[src/rtl/arb_pkg.sv]
// Shared types for the round-robin arbiter/mux slice.
// The arbitration mode is a build-time choice carried as a parameter of rr_arb_mux.
package arb_pkg;

    typedef enum logic [0:0] {
        ARB_FIXED = 1'b0,
        ARB_RR    = 1'b1
    } arb_mode_e;

endpackage

[src/rtl/rr_pick.sv]
// First-set picker starting at a programmable index: rotate the request vector so
// 'start' sits at bit 0, find the first set bit, then rotate the result back.
module rr_pick #(
    parameter  int NUM_CH = 4,
    localparam int IDX_W  = $clog2(NUM_CH)
) (
    input  logic [NUM_CH-1:0] req,
    input  logic [IDX_W-1:0]  start,
    output logic [NUM_CH-1:0] grant,
    output logic [IDX_W-1:0]  grant_idx,
    output logic              any_req
);

    localparam logic [IDX_W:0]    NUM_CH_W = (IDX_W + 1)'(NUM_CH);
    localparam logic [NUM_CH-1:0] ONE_HOT0 = NUM_CH'(1);

    // One extra bit on the sum, so the wrap works for channel counts that are not powers of two
    function automatic logic [IDX_W-1:0] add_mod(input logic [IDX_W-1:0] a,
                                                 input logic [IDX_W-1:0] b);
        logic [IDX_W:0] sum;
        sum = {1'b0, a} + {1'b0, b};
        if (sum >= NUM_CH_W) begin
            sum = sum - NUM_CH_W;
        end else begin
            sum = sum;
        end
        return sum[IDX_W-1:0];
    endfunction

    logic [NUM_CH-1:0] rot_s;
    logic [IDX_W-1:0]  off_s;

    // Rotate, priority-encode from the top down so bit 0 wins last, then unrotate
    always_comb begin
        rot_s     = '0;
        off_s     = '0;
        grant     = '0;
        grant_idx = '0;
        any_req   = |req;
        for (int i = 0; i < NUM_CH; i++) begin
            rot_s[i] = req[add_mod(start, IDX_W'(i))];
        end
        for (int i = NUM_CH - 1; i >= 0; i--) begin
            off_s = rot_s[i] ? IDX_W'(i) : off_s;
        end
        grant_idx = add_mod(start, off_s);
        if (any_req) begin
            grant = ONE_HOT0 << grant_idx;
        end else begin
            grant = '0;
        end
    end

endmodule

[src/rtl/rr_arb_mux.sv]
// N-to-1 arbitrated mux with a single registered output stage and valid/ready handshake.
// Supports fixed-priority and round-robin arbitration; full throughput with drain+load.
module rr_arb_mux
    import arb_pkg::*;
#(
    parameter  int        NUM_CH = 4,
    parameter  int        DATA_W = 8,
    parameter  arb_mode_e MODE   = ARB_RR,
    localparam int        IDX_W  = $clog2(NUM_CH)
) (
    input  logic                     clk,
    input  logic                     reset,
    input  logic [NUM_CH-1:0]        in_valid_i,
    input  logic [NUM_CH*DATA_W-1:0] in_data_i,
    output logic [NUM_CH-1:0]        in_ready_o,
    output logic                     out_valid_o,
    output logic [DATA_W-1:0]        out_data_o,
    output logic [IDX_W-1:0]         out_ch_o,
    input  logic                     out_ready_i
);

    localparam logic [IDX_W-1:0] LAST_IDX = IDX_W'(NUM_CH - 1);

    logic [IDX_W-1:0]  ptr_r;
    logic [IDX_W-1:0]  start_s;
    logic [IDX_W-1:0]  ptr_next_s;
    logic [NUM_CH-1:0] grant_s;
    logic [IDX_W-1:0]  grant_idx_s;
    logic              any_req_s;
    logic              free_s;
    logic              load_s;
    logic [DATA_W-1:0] sel_data_s;
    logic [DATA_W-1:0] ch_data_s [NUM_CH];

    for (genvar g = 0; g < NUM_CH; g++) begin : g_unpack
        assign ch_data_s[g] = in_data_i[g*DATA_W +: DATA_W];
    end

    rr_pick #(
        .NUM_CH (NUM_CH)
    ) u_pick (
        .req       (in_valid_i),
        .start     (start_s),
        .grant     (grant_s),
        .grant_idx (grant_idx_s),
        .any_req   (any_req_s)
    );

    // Handshake and priority start; reset gates ready so nothing is accepted while cleared
    always_comb begin
        free_s     = ~out_valid_o | out_ready_i;
        load_s     = free_s & any_req_s & ~reset;
        sel_data_s = ch_data_s[grant_idx_s];
        if (MODE == ARB_RR) begin
            start_s = ptr_r;
        end else begin
            start_s = '0;
        end
        if (load_s) begin
            in_ready_o = grant_s;
        end else begin
            in_ready_o = '0;
        end
        if (grant_idx_s == LAST_IDX) begin
            ptr_next_s = '0;
        end else begin
            ptr_next_s = grant_idx_s + IDX_W'(1);
        end
    end

    // Output register and round-robin pointer; pointer moves only on an accepted transfer
    always_ff @(posedge clk or posedge reset) begin
        if (reset) begin
            out_valid_o <= 1'b0;
            out_data_o  <= '0;
            out_ch_o    <= '0;
            ptr_r       <= '0;
        end else if (load_s) begin
            out_valid_o <= 1'b1;
            out_data_o  <= sel_data_s;
            out_ch_o    <= grant_idx_s;
            ptr_r       <= (MODE == ARB_RR) ? ptr_next_s : ptr_r;
        end else if (free_s) begin
            out_valid_o <= 1'b0;
        end else begin
            out_valid_o <= out_valid_o;
        end
    end

endmodule

[config.mk]
export PLATFORM = sky130hd
export DESIGN_NAME = rr_arb_mux
export DESIGN_NICKNAME = d
export VERILOG_FILES = /design/src/rtl/arb_pkg.sv /design/src/rtl/rr_pick.sv /design/src/rtl/rr_arb_mux.sv
export SDC_FILE = /design/constraint.sdc
export NUM_CORES = 1
export LEC_CHECK = 0
export ABC_AREA = 0
export CAP_MARGIN = 20
export CORE_ASPECT_RATIO = 0.6
export CORE_MARGIN = 10
export CORE_UTILIZATION = 35
export CTS_BUF_LIST = sky130_fd_sc_hd__clkbuf_4 sky130_fd_sc_hd__clkbuf_8 sky130_fd_sc_hd__clkbuf_16
export CTS_CLUSTER_SIZE = 14
export DETAILED_ROUTE_END_ITERATION = 10
export HOLD_SLACK_MARGIN = 0.06
export MAX_ROUTING_LAYER = met4
export PLACE_DENSITY = 0.71
export SYNTH_ARGS = -nofsm -noshare
export SYNTH_HDL_FRONTEND = slang
export SYNTH_SLANG_ARGS = --single-unit
[constraint.sdc]
create_clock -name clk -period 4 [get_ports clk]
set_input_delay 0.8 -clock clk [delete_from_list [all_inputs] [get_ports clk]]
set_output_delay 0.8 -clock clk [all_outputs]
set_load 0.05 [all_outputs]
==> results.cfg <==
[status]
status = complete, no violations

[synthesis]
syn-num-nets = 162
muxShareOfSynthArea_pct = 1.04
netlist_instances = 121
synth_edf_count = 0
ys_seq_area_share_pct = 30.0
synth.avg_cell_area_um2 = 8.97
synth_top_family_by_area = compound AO/OA/AOI/OAI gates
synth-xor-area-share_pct = 1.61
synth-main-ff-cell = dfrtp_1
synth_compound_area_share_pct = 31.5
yosysWarnings = 0
syn_area_um2 = 1080
ys_seq_elements = 13
synth_fa_ha_area_share_pct = 2.31
yosys.area_share.simple_pct = 28.8
postSynth.asyncResetShare_pct = 100
synth_cell_types = 38

[floorplan]
die_h_um = 63.1
start_util_pct = 37.3
core-area_um2 = 2910
die_w_um = 91.9
die_area_um2 = 5800
io_pins = 54
fp-row-count = 15

[grt]
antenna_found_initial = 0
grt_util_met2_pct = 19.8
overflow = 0
grtUsageMet3_pct = 5.08
grt_pass1_vias = 1221
grt_max_degree = 34
top_usage_layer = met2
gr-usage-all-layers_pct = 13.2
met1_usage_pct = 16.1
grt_pass1_wl_um = 6150

[sta]
rsz0062_at_grt = false
max_freq_mhz = 263
hold_violations = 0
maxSlewHeadroom_pct = 64.9
fin_crit_ps = 3800
tightest_slew_ps = 525
setup_viol = 0
fin_crit_sh_pct = 95.1
clock_skew_ps = 1.63
setup_tns_ps = 0
maxSlewViolCount = 0

[cts]
cts.sinks = 13
cts-root-buf = clkbuf_8
cts_tree = yes
ctsHoldBuffers = 0
cts_max_path_buffers = 2
numCtsBuffers = 3
h-tree-depth = 1
clk_latency_ps = 240
clk_pin_slew_ps = 60

[layout]
layout-drive-gt1-share_pct = 25.5
regArea_um2 = 325
areaGrowthSynthToFinish_pct = 77.7
nFillCells = 224
stdcell_count = 230
multiInputGateArea_um2 = 785
diodes = 0
final_cell_mix = clkdlybuf4s50_1, nor2b_1, buf_4
layout_commonest_cell = clkdlybuf4s50_1
nets = 230

[detailed_routing]
drc = 0
drt-total-wl_um = 3840
wire_per_inst_um = 16.7
vias_per_cell = 5.28
dr.pass1.iters = 4
num_vias = 1215
antenna_left = 0
drtIter0Drc = 86

[placed_design]
dp_cells = 224
io_buffers = 53
globalplace.congestion = 0.945
hpwl_um = 2940

[pwr]
ir_drop_mv = 0.402
p_leak_nw = 0.767
p_per_area_nw_per_um2 = 872
total_power_mw = 1.68

[worst_hold_path]
hp-start = out_data_o[0]
worst_hold_path_type = flip-flop to flip-flop
whs_path_depth = 2
worst_hold_path.endpoint = out_data_o[0]

[setup_path]
worstPathRequired_ps = 3200
r2r-start = ptr_r[0]
cp-end-kind = output port
crit_arrival_ps = 3000
path_common_cell = ha_4
crit_type = primary input to output port
path_max_fanout = 4
rrSetupSlack_ps = 1160
startpoint_type = primary input
cp_cell_sequence = dlygate4sd2_1, nor2b_1, a221oi_2, a31oi_1, a211o_1, ha_4, xnor2_2, nor3_4, nor2_2, inv_2, ha_4, and3_4, buf_12
critPathMaxStageDelay_ps = 330
ff2ff_path_depth = 11
r2r-end = out_data_o[3]
worst_path_max_delay_cell = a211o_1

[flow_run]
drv_cap = 0
==> synth_stat cells (2+ instances only) <==
cell / instances / area, um2
a2111oi_0: 3 / 26.3
clkbuf_1: 4 / 15.0
ha_1: 2 / 25.0
a221oi_1: 9 / 78.8
buf_2: 2 / 10.0
nand3_1: 2 / 10.0
nand2_1: 14 / 52.6
nor3_1: 3 / 15.0
o31ai_1: 9 / 67.6
inv_1: 2 / 7.51
nor2_1: 9 / 33.8
nand2b_1: 2 / 12.5
a2111oi_1: 5 / 50.1
nor2b_1: 19 / 119
dfrtp_1: 13 / 325
==> power breakdown <==
part | internal (mW) | switching, mW
sequential | 0.193 | 0.0686
clock | 0.0688 | 0.0476
combinational | 0.572 | 0.732
==> layout make-up <==
cell class,instances,area share [%]
tap,42,2.73
multi-input combinational,98,40.7
timing repair buffer,71,36.9
clock buffer,3,2.14
clock inverter,1,0.260
sequential,13,16.9
inverter,2,0.389
==> state kept, by name, summed over array words and instances, names as in the netlist <==
signal and flops:
out_data_o 8, out_ch_o 2, ptr_r 2, out_valid_o 1
==> metrics by stage <==
| step | hold slack, ps | setup WS [ps] | instance area [um2] | util [%] |
|---|---|---|---|---|
| finish | 478 | 197 | 1930 | 66.3 |
| global route | 511 | 41.3 | 1930 | 66.3 |
| CTS | 483 | 5.41 | 1860 | 63.9 |
| detailed placement | 470 | -194 | 1790 | 61.4 |
| global placement | 465 | -74.8 | 1790 | 61.4 |
| floorplan | 639 | -255 | 1090 | - |
==> cell families after synthesis <==
kind of cell             Yosys count
XOR/XNOR                           2
AND/OR/NAND/NOR                   57
buffers and inverters             10
flip-flops                        13
multiplexers                       1
AO/OA/AOI/OAI                     36
adder cells (fa/ha/maj)            2
==> repair_timing <==
item                       in CTS  in global routing
buffers inserted                1                  1
resized for setup               5                 13
pin swaps                       1                  4
hold endpoints to repair        0                  0
setup endpoints to repair       3                  4
==> worst max-delay path, delay by kind of cell <==
family	cells	cell delay [ps]
adder cells (fa/ha/maj)	2	330
buffers and inverters	3	490
AO/OA/AOI/OAI	3	640
AND/OR/NAND/NOR	4	580
XOR/XNOR	1	150
==> metal layers <==
| metal | vias to the layer above | part of all wire [%] |
|---|---|---|
| li1 | 599 | - |
| met3 | 8 | 7.1 |
| met5 | - | 0 |
| met1 | 547 | 45 |
| met2 | 61 | 47 |
| met4 | 0 | 1.3 |
==> how the worst max path moves through the flow <==
stage / from / endpoint / slack, ps / depth (start not counted)
after floorplan: in_valid_i[0] / in_ready_o[0] / -260 / 9
after global placement: in_valid_i[1] / in_ready_o[3] / -70 / 13
after detailed placement: in_valid_i[1] / in_ready_o[3] / -190 / 13
after CTS: in_valid_i[2] / in_ready_o[3] / 5 / 12
after global routing: in_valid_i[1] / in_ready_o[3] / 40 / 13
final: in_valid_i[1] / in_ready_o[3] / 200 / 13
(Power assumes the default switching activity.)
